--- config.mk ---
export PLATFORM = sky130hd
export DESIGN_NAME = mem_wb_writeback
export DESIGN_NICKNAME = d
export VERILOG_FILES = /design/src/rtl/mem_wb_writeback.sv
export SDC_FILE = /design/constraint.sdc
export NUM_CORES = 1
export LEC_CHECK = 0
export BUFFER_PORTS_ARGS = -buffer_cell sky130_fd_sc_hd__buf_2
export CAP_MARGIN = 10
export CORE_AREA = 4 4 89 91
export DETAILED_ROUTE_END_ITERATION = 6
export DIE_AREA = 0 0 93 95
export PLACE_DENSITY = 0.74
export SLEW_MARGIN = 20
export SYNTH_ARGS = -nofsm -noshare
export SYNTH_HDL_FRONTEND = slang
export SYNTH_SLANG_ARGS = --single-unit
--- constraint.sdc ---
create_clock -name clk -period 1.2 [get_ports clk]
set_input_delay 0.06 -clock clk [delete_from_list [all_inputs] [get_ports clk]]
set_output_delay 0.06 -clock clk [all_outputs]
set_load 0.02 [all_outputs]
--- src/rtl/mem_wb_writeback.sv ---
// ----------------------------------------------------------------------------
// mem_wb_writeback
//
// MEM/WB pipeline stage of the 16-bit pipelined core. The stage registers the
// memory-stage result and drives the register file write port (register ID,
// write enable and write data). It also stops the core when an HLT retires
// and counts retired instructions.
//
// Optional build macro:
//   WB_R0_ZERO_EN - when defined, writes to register 0 are suppressed, which
//                   makes R0 a hard-wired zero register. When undefined, R0
//                   is writable like any other register.
//
// Ports:
//   clk            in   rising-edge clock
//   rst_n          in   asynchronous active-low reset
//   mem_valid      in   MEM stage holds a real instruction (0 = bubble)
//   mem_reg_id     in   destination register of the MEM instruction
//   mem_reg_write  in   instruction writes a register
//   mem_to_reg     in   writeback source is load data
//   mem_pcs        in   writeback source is PC+2 (PCS instruction)
//   mem_halt       in   instruction is HLT
//   mem_alu_result in   ALU result
//   mem_rdata      in   data-memory read data
//   mem_pc_plus2   in   PC+2 of the instruction
//   stall          in   hold WB register contents
//   flush          in   load a bubble into WB
//   wb_reg_id      out  register ID to the write decoder
//   wb_write_reg   out  register write enable to the write decoder
//   wb_data        out  register write data
//   wb_fwd_valid   out  WB holds a forwardable write (same as wb_write_reg)
//   halted         out  HLT has retired; core stopped
//   retired_cnt    out  count of retired valid instructions
// ----------------------------------------------------------------------------
`timescale 1ns/1ps

module mem_wb_writeback #(
    parameter int DW    = 16,
    parameter int RW    = 4,
    parameter int CNT_W = 16
) (
    input  logic             clk,
    input  logic             rst_n,
    input  logic             mem_valid,
    input  logic [RW-1:0]    mem_reg_id,
    input  logic             mem_reg_write,
    input  logic             mem_to_reg,
    input  logic             mem_pcs,
    input  logic             mem_halt,
    input  logic [DW-1:0]    mem_alu_result,
    input  logic [DW-1:0]    mem_rdata,
    input  logic [DW-1:0]    mem_pc_plus2,
    input  logic             stall,
    input  logic             flush,
    output logic [RW-1:0]    wb_reg_id,
    output logic             wb_write_reg,
    output logic [DW-1:0]    wb_data,
    output logic             wb_fwd_valid,
    output logic             halted,
    output logic [CNT_W-1:0] retired_cnt
);

    typedef enum logic {
        RUN    = 1'b0,
        HALTED = 1'b1
    } wb_state_t;

    wb_state_t state;
    wb_state_t state_next;

    // WB stage registers
    logic          wb_valid;
    logic          wb_reg_write;
    logic          wb_mem_to_reg;
    logic          wb_pcs;
    logic          wb_halt;
    logic [DW-1:0] wb_alu_result;
    logic [DW-1:0] wb_rdata;
    logic [DW-1:0] wb_pc_plus2;

    logic running;
    logic write_base;
    logic count_en;

    // Pipeline register capture. Flush outranks stall; on a flush only the
    // valid bit matters, so the payload fields are simply left alone.
    always_ff @(posedge clk or negedge rst_n) begin
        if (!rst_n) begin
            wb_valid      <= 1'b0;
            wb_reg_id     <= '0;
            wb_reg_write  <= 1'b0;
            wb_mem_to_reg <= 1'b0;
            wb_pcs        <= 1'b0;
            wb_halt       <= 1'b0;
            wb_alu_result <= '0;
            wb_rdata      <= '0;
            wb_pc_plus2   <= '0;
        end else if (flush) begin
            wb_valid <= 1'b0;
        end else if (!stall) begin
            wb_valid      <= mem_valid;
            wb_reg_id     <= mem_reg_id;
            wb_reg_write  <= mem_reg_write;
            wb_mem_to_reg <= mem_to_reg;
            wb_pcs        <= mem_pcs;
            wb_halt       <= mem_halt;
            wb_alu_result <= mem_alu_result;
            wb_rdata      <= mem_rdata;
            wb_pc_plus2   <= mem_pc_plus2;
        end
    end

    // Run/halt state register.
    always_ff @(posedge clk or negedge rst_n) begin
        if (!rst_n) begin
            state <= RUN;
        end else begin
            state <= state_next;
        end
    end

    // Next-state logic. HALTED is sticky until reset, and stall/flush have
    // no influence on the state.
    always_comb begin
        state_next = state;
        running    = 1'b0;
        case (state)
            RUN: begin
                running = 1'b1;
                if (wb_valid && wb_halt) begin
                    state_next = HALTED;
                end
            end
            HALTED: begin
                state_next = HALTED;
            end
            default: begin
                state_next = RUN;
            end
        endcase
    end

    assign halted = (state == HALTED);

    // Writeback source select: PC+2 wins over load data, which wins over the
    // ALU result.
    always_comb begin
        wb_data = wb_alu_result;
        if (wb_pcs) begin
            wb_data = wb_pc_plus2;
        end else if (wb_mem_to_reg) begin
            wb_data = wb_rdata;
        end
    end

    // An HLT sitting in WB never writes, even if its reg_write bit is set.
    assign write_base = wb_valid & wb_reg_write & ~wb_halt & running;

`ifdef WB_R0_ZERO_EN
    assign wb_write_reg = write_base & (wb_reg_id != '0);
`else
    assign wb_write_reg = write_base;
`endif

    assign wb_fwd_valid = wb_write_reg;

    // Retire counting. The edge on which an HLT in WB moves the FSM to HALTED
    // is treated as already stopped, so the instruction captured behind the
    // HLT is not counted; the HLT itself was counted when it was captured.
    always_comb begin
        count_en = running & ~stall & ~flush & mem_valid & ~(wb_valid & wb_halt);
    end

    // Retired-instruction counter; wraps naturally at 2^CNT_W.
    always_ff @(posedge clk or negedge rst_n) begin
        if (!rst_n) begin
            retired_cnt <= '0;
        end else if (count_en) begin
            retired_cnt <= retired_cnt + CNT_W'(1);
        end
    end

endmodule

==> impl_metrics.tcl <==
set metrics [dict create \
    run_status "finished, violations left" \
    failed_checks "negative setup slack" \
    worstPathMaxFanout 11 \
    syn-cell-area_um2 3210 \
    mostFrequentLayoutCell "buf_2" \
    clock_sink_count 74 \
    comb_power_share_pct 30.6 \
    power.density_cell_area_nw_per_um2 1400 \
    least_margin_pin_slew_ps 394 \
    final.fill_count 480 \
    area.growth.synth_to_final_pct 60.5 \
    cts_tree "done" \
    synth_top_area_share_pct 57.7 \
    dpl.cell_count 458 \
    global_route.usage.total_pct 20.1 \
    peakVddDrop_mv 1.07 \
    clock-skew-final_ps 5.17 \
    design.core.area_um2 7140 \
    seq_power_share_pct 42.4 \
    fp.dieArea_um2 8840 \
    synth-seq-area-share_pct 57.7 \
    yosys_warnings 0 \
    cts-root-buf "clkbuf_8" \
    setup.worst_path.start_class "flop" \
    die-height_um 95 \
    fin_setup_tns_ps -6260 \
    final_layout_size_suffix_gt1_share_pct 56.5 \
    detail_route.vias_per_cell 4.92 \
    detail_route.drc_violations 0 \
    synth.area.top_cells "dfrtp_1, mux2_2, mux2i_1" \
    grt_antenna_before_repair 0 \
    stdcell_count 540 \
    cts.htree.levels 3 \
    path_class "flop to output pin" \
    post_synth_fa_ha_maj_area_fraction_pct 0.390 \
    largest_family_of_logic_cells_by_synthesized_area "multiplexers" \
    io_buffers 99 \
    switching_share_pct 30.2 \
    die_width_um 93 \
    synth_compound_area_share_pct 2.77 \
    synth_cells 241 \
    syn-num-nets 303 \
    clkPwrFrac_pct 26.9 \
    maxClockFrequency_ghz 0.677 \
    clk_pin_slew_ps 70 \
    min_period_over_period_pct 123 \
    fp-row-count 31 \
    detail-route-antenna-nets 0 \
    detailedRoute.firstIterationViolations 95 \
    finalWorstSetupSlack_ps -277 \
    globalRouteOverflowTotal 0 \
    num_antenna_cells 0 \
    holdCritPathClass "input pin to flop" \
    normalized_max_slew_margin_pct 73.7 \
    placement_stage_worst_setup_slack_ps -208 \
    synth.largest_area_cell "dfrtp_1" \
    cell_internal_pwr_uw 5050 \
    max_cap_violations 0 \
    critPathRequiredTime_ps 1140 \
    first_pass_grt_wire_length_mm 13.8 \
    synth_simple_gate_area_share_pct 7.80 \
    hpwlAfterDp_mm 5.27 \
    timing.final.max_slew_violations 0 \
    critical_path.endpoint_type "output pin" \
    synth_seq_cells 74 \
    worst_skew_pair.late_latency_ps 340 \
    rsz_0062_raised_after_global_routing "yes" \
    firstDrtPassIters 4 \
    routed_wl_mm 8.78 \
    layout_common_cells "buf_2, dfrtp_1, dlygate4sd3_1, mux2_2, buf_4" \
    report.final.setup_viol 34 \
    arrival_ps 1420 \
    syn_area_per_cell_um2 13.3 \
    synth_cell_type_count 24 \
    via_count 2655 \
    grt_max_degree 31 \
    period_needed_ps 1480 \
    power.switching_uw 2180 \
    initial_core_util_pct 45.0 \
    power_leakage_uw 0.00241 \
    finalHoldViolCount 0 \
    synthXorXnorAreaFrac_pct 4.10 \
    ctsLongestPathBuffers 2 \
    nNetsFinal 498 \
    gp_congestion 0.828 \
    post_synth_mux_area_share_pct 25.3 \
    first_global_vias 2784 \
    routed_len_inst_um 16.3 \
    cts_buffers 9 \
    ioPinCount 100 \
]
-- worst paths after layout --
| path | start | endpoint | slack, ps | cells after the start |
|---|---|---|---|---|
| max | wb_mem_to_reg$_DFFE_PN0P_ | wb_data[8] | -280 | 4 |
| min | flush | wb_valid$_DFFE_PN0P_ | 30 | 3 |
| max reg2reg | halted$_DFF_PN0_ | retired_cnt[15]$_DFFE_PN0P_ | -220 | 4 |
| min reg2reg | retired_cnt[15]$_DFFE_PN0P_ | retired_cnt[15]$_DFFE_PN0P_ | 510 | 1 |
| max in group asynchronous | rst_n | wb_reg_id[2]$_DFFE_PN0P_ | 440 | 3 |
| min in group asynchronous | rst_n | wb_pc_plus2[13]$_DFFE_PN0P_ | 210 | 2 |
-- cells by family (layout without fill, tap and decap cells) --
group | after synthesis | count (layout)
buffers and inverters | 13 | 213
adders and majority gates | 1 | 1
AOI/OAI and AO/OA | 17 | 17
muxes | 74 | 74
DFF | 74 | 74
and+or+nand+nor | 47 | 47
xor gates and xnor gates | 15 | 15
-- worst max-delay path: stages, from the launching register on --
cell and delay [ps]:
dfrtp_1 400, buf_12 180, mux2i_2 260, o21ai_2 80
buf_2 160
-- synthesized netlist by cell type --
master,instances
mux2i_1,17
or3b_4,1
buf_2,7
and4_1,1
mux2_2,56
mux2_1,1
nand2_1,24
nor3_2,1
clkbuf_1,4
inv_1,1
nor2_1,4
nor3_4,1
nand3_1,6
buf_4,1
nor3_1,2
nand4_1,5
o21ai_0,16
nor4_4,1
xnor2_1,13
xor2_1,2
a21o_2,1
dfrtp_1,74
ha_1,1
nor2_2,1
-- per-stage QoR --
step / total power [uW] / cell area (um^2) / hold slack (ps) / utilization (%)
final: 7230 / 5150 / 28.1 / 72.1
after global routing: 7570 / 5150 / 19.2 / 72.1
after CTS: 7090 / 5060 / 14.2 / 71.0
after detailed placement: 4770 / 4140 / 17.7 / 58.0
after global placement: 4700 / 4140 / 7.57 / 58.0
after floorplan: 4050 / 3270 / -236 / -
-- metal layers --
metal	part of all wire, %	track usage (%)
met2	53	36.0
met5	0	0
met4	1.2	6.23
met3	5.1	3.67
met1	41	24.8
-- cell type report --
type | count | area (um^2) | area share, %
Inverter | 1 | 3.75 | 0.0729
Sequential cell | 74 | 1860 | 36.1
Clock buffer | 10 | 138 | 2.67
Clock inverter | 6 | 63.8 | 1.24
Multi-Input combinational cell | 154 | 1440 | 28.0
Tap cell | 99 | 124 | 2.41
Timing Repair Buffer | 196 | 1520 | 29.5
-- power groups by stage --
stage / combinational [uW] / clock (uW) / sequential (uW)
floorplan: 882 / 0 / 3170
global placement: 1620 / 0 / 3080
detailed placement: 1660 / 0 / 3100
CTS: 2050 / 2000 / 3040
global route: 2360 / 2110 / 3110
finish: 2210 / 1950 / 3070
-- repair_timing --
item	CTS	global route
hold buffers	57	0
setup buffers	6	3
resized for setup	28	20
pin swaps	20	12
hold endpoints to repair	91	0
setup endpoints to repair	33	36
(Power assumes the default switching activity.)
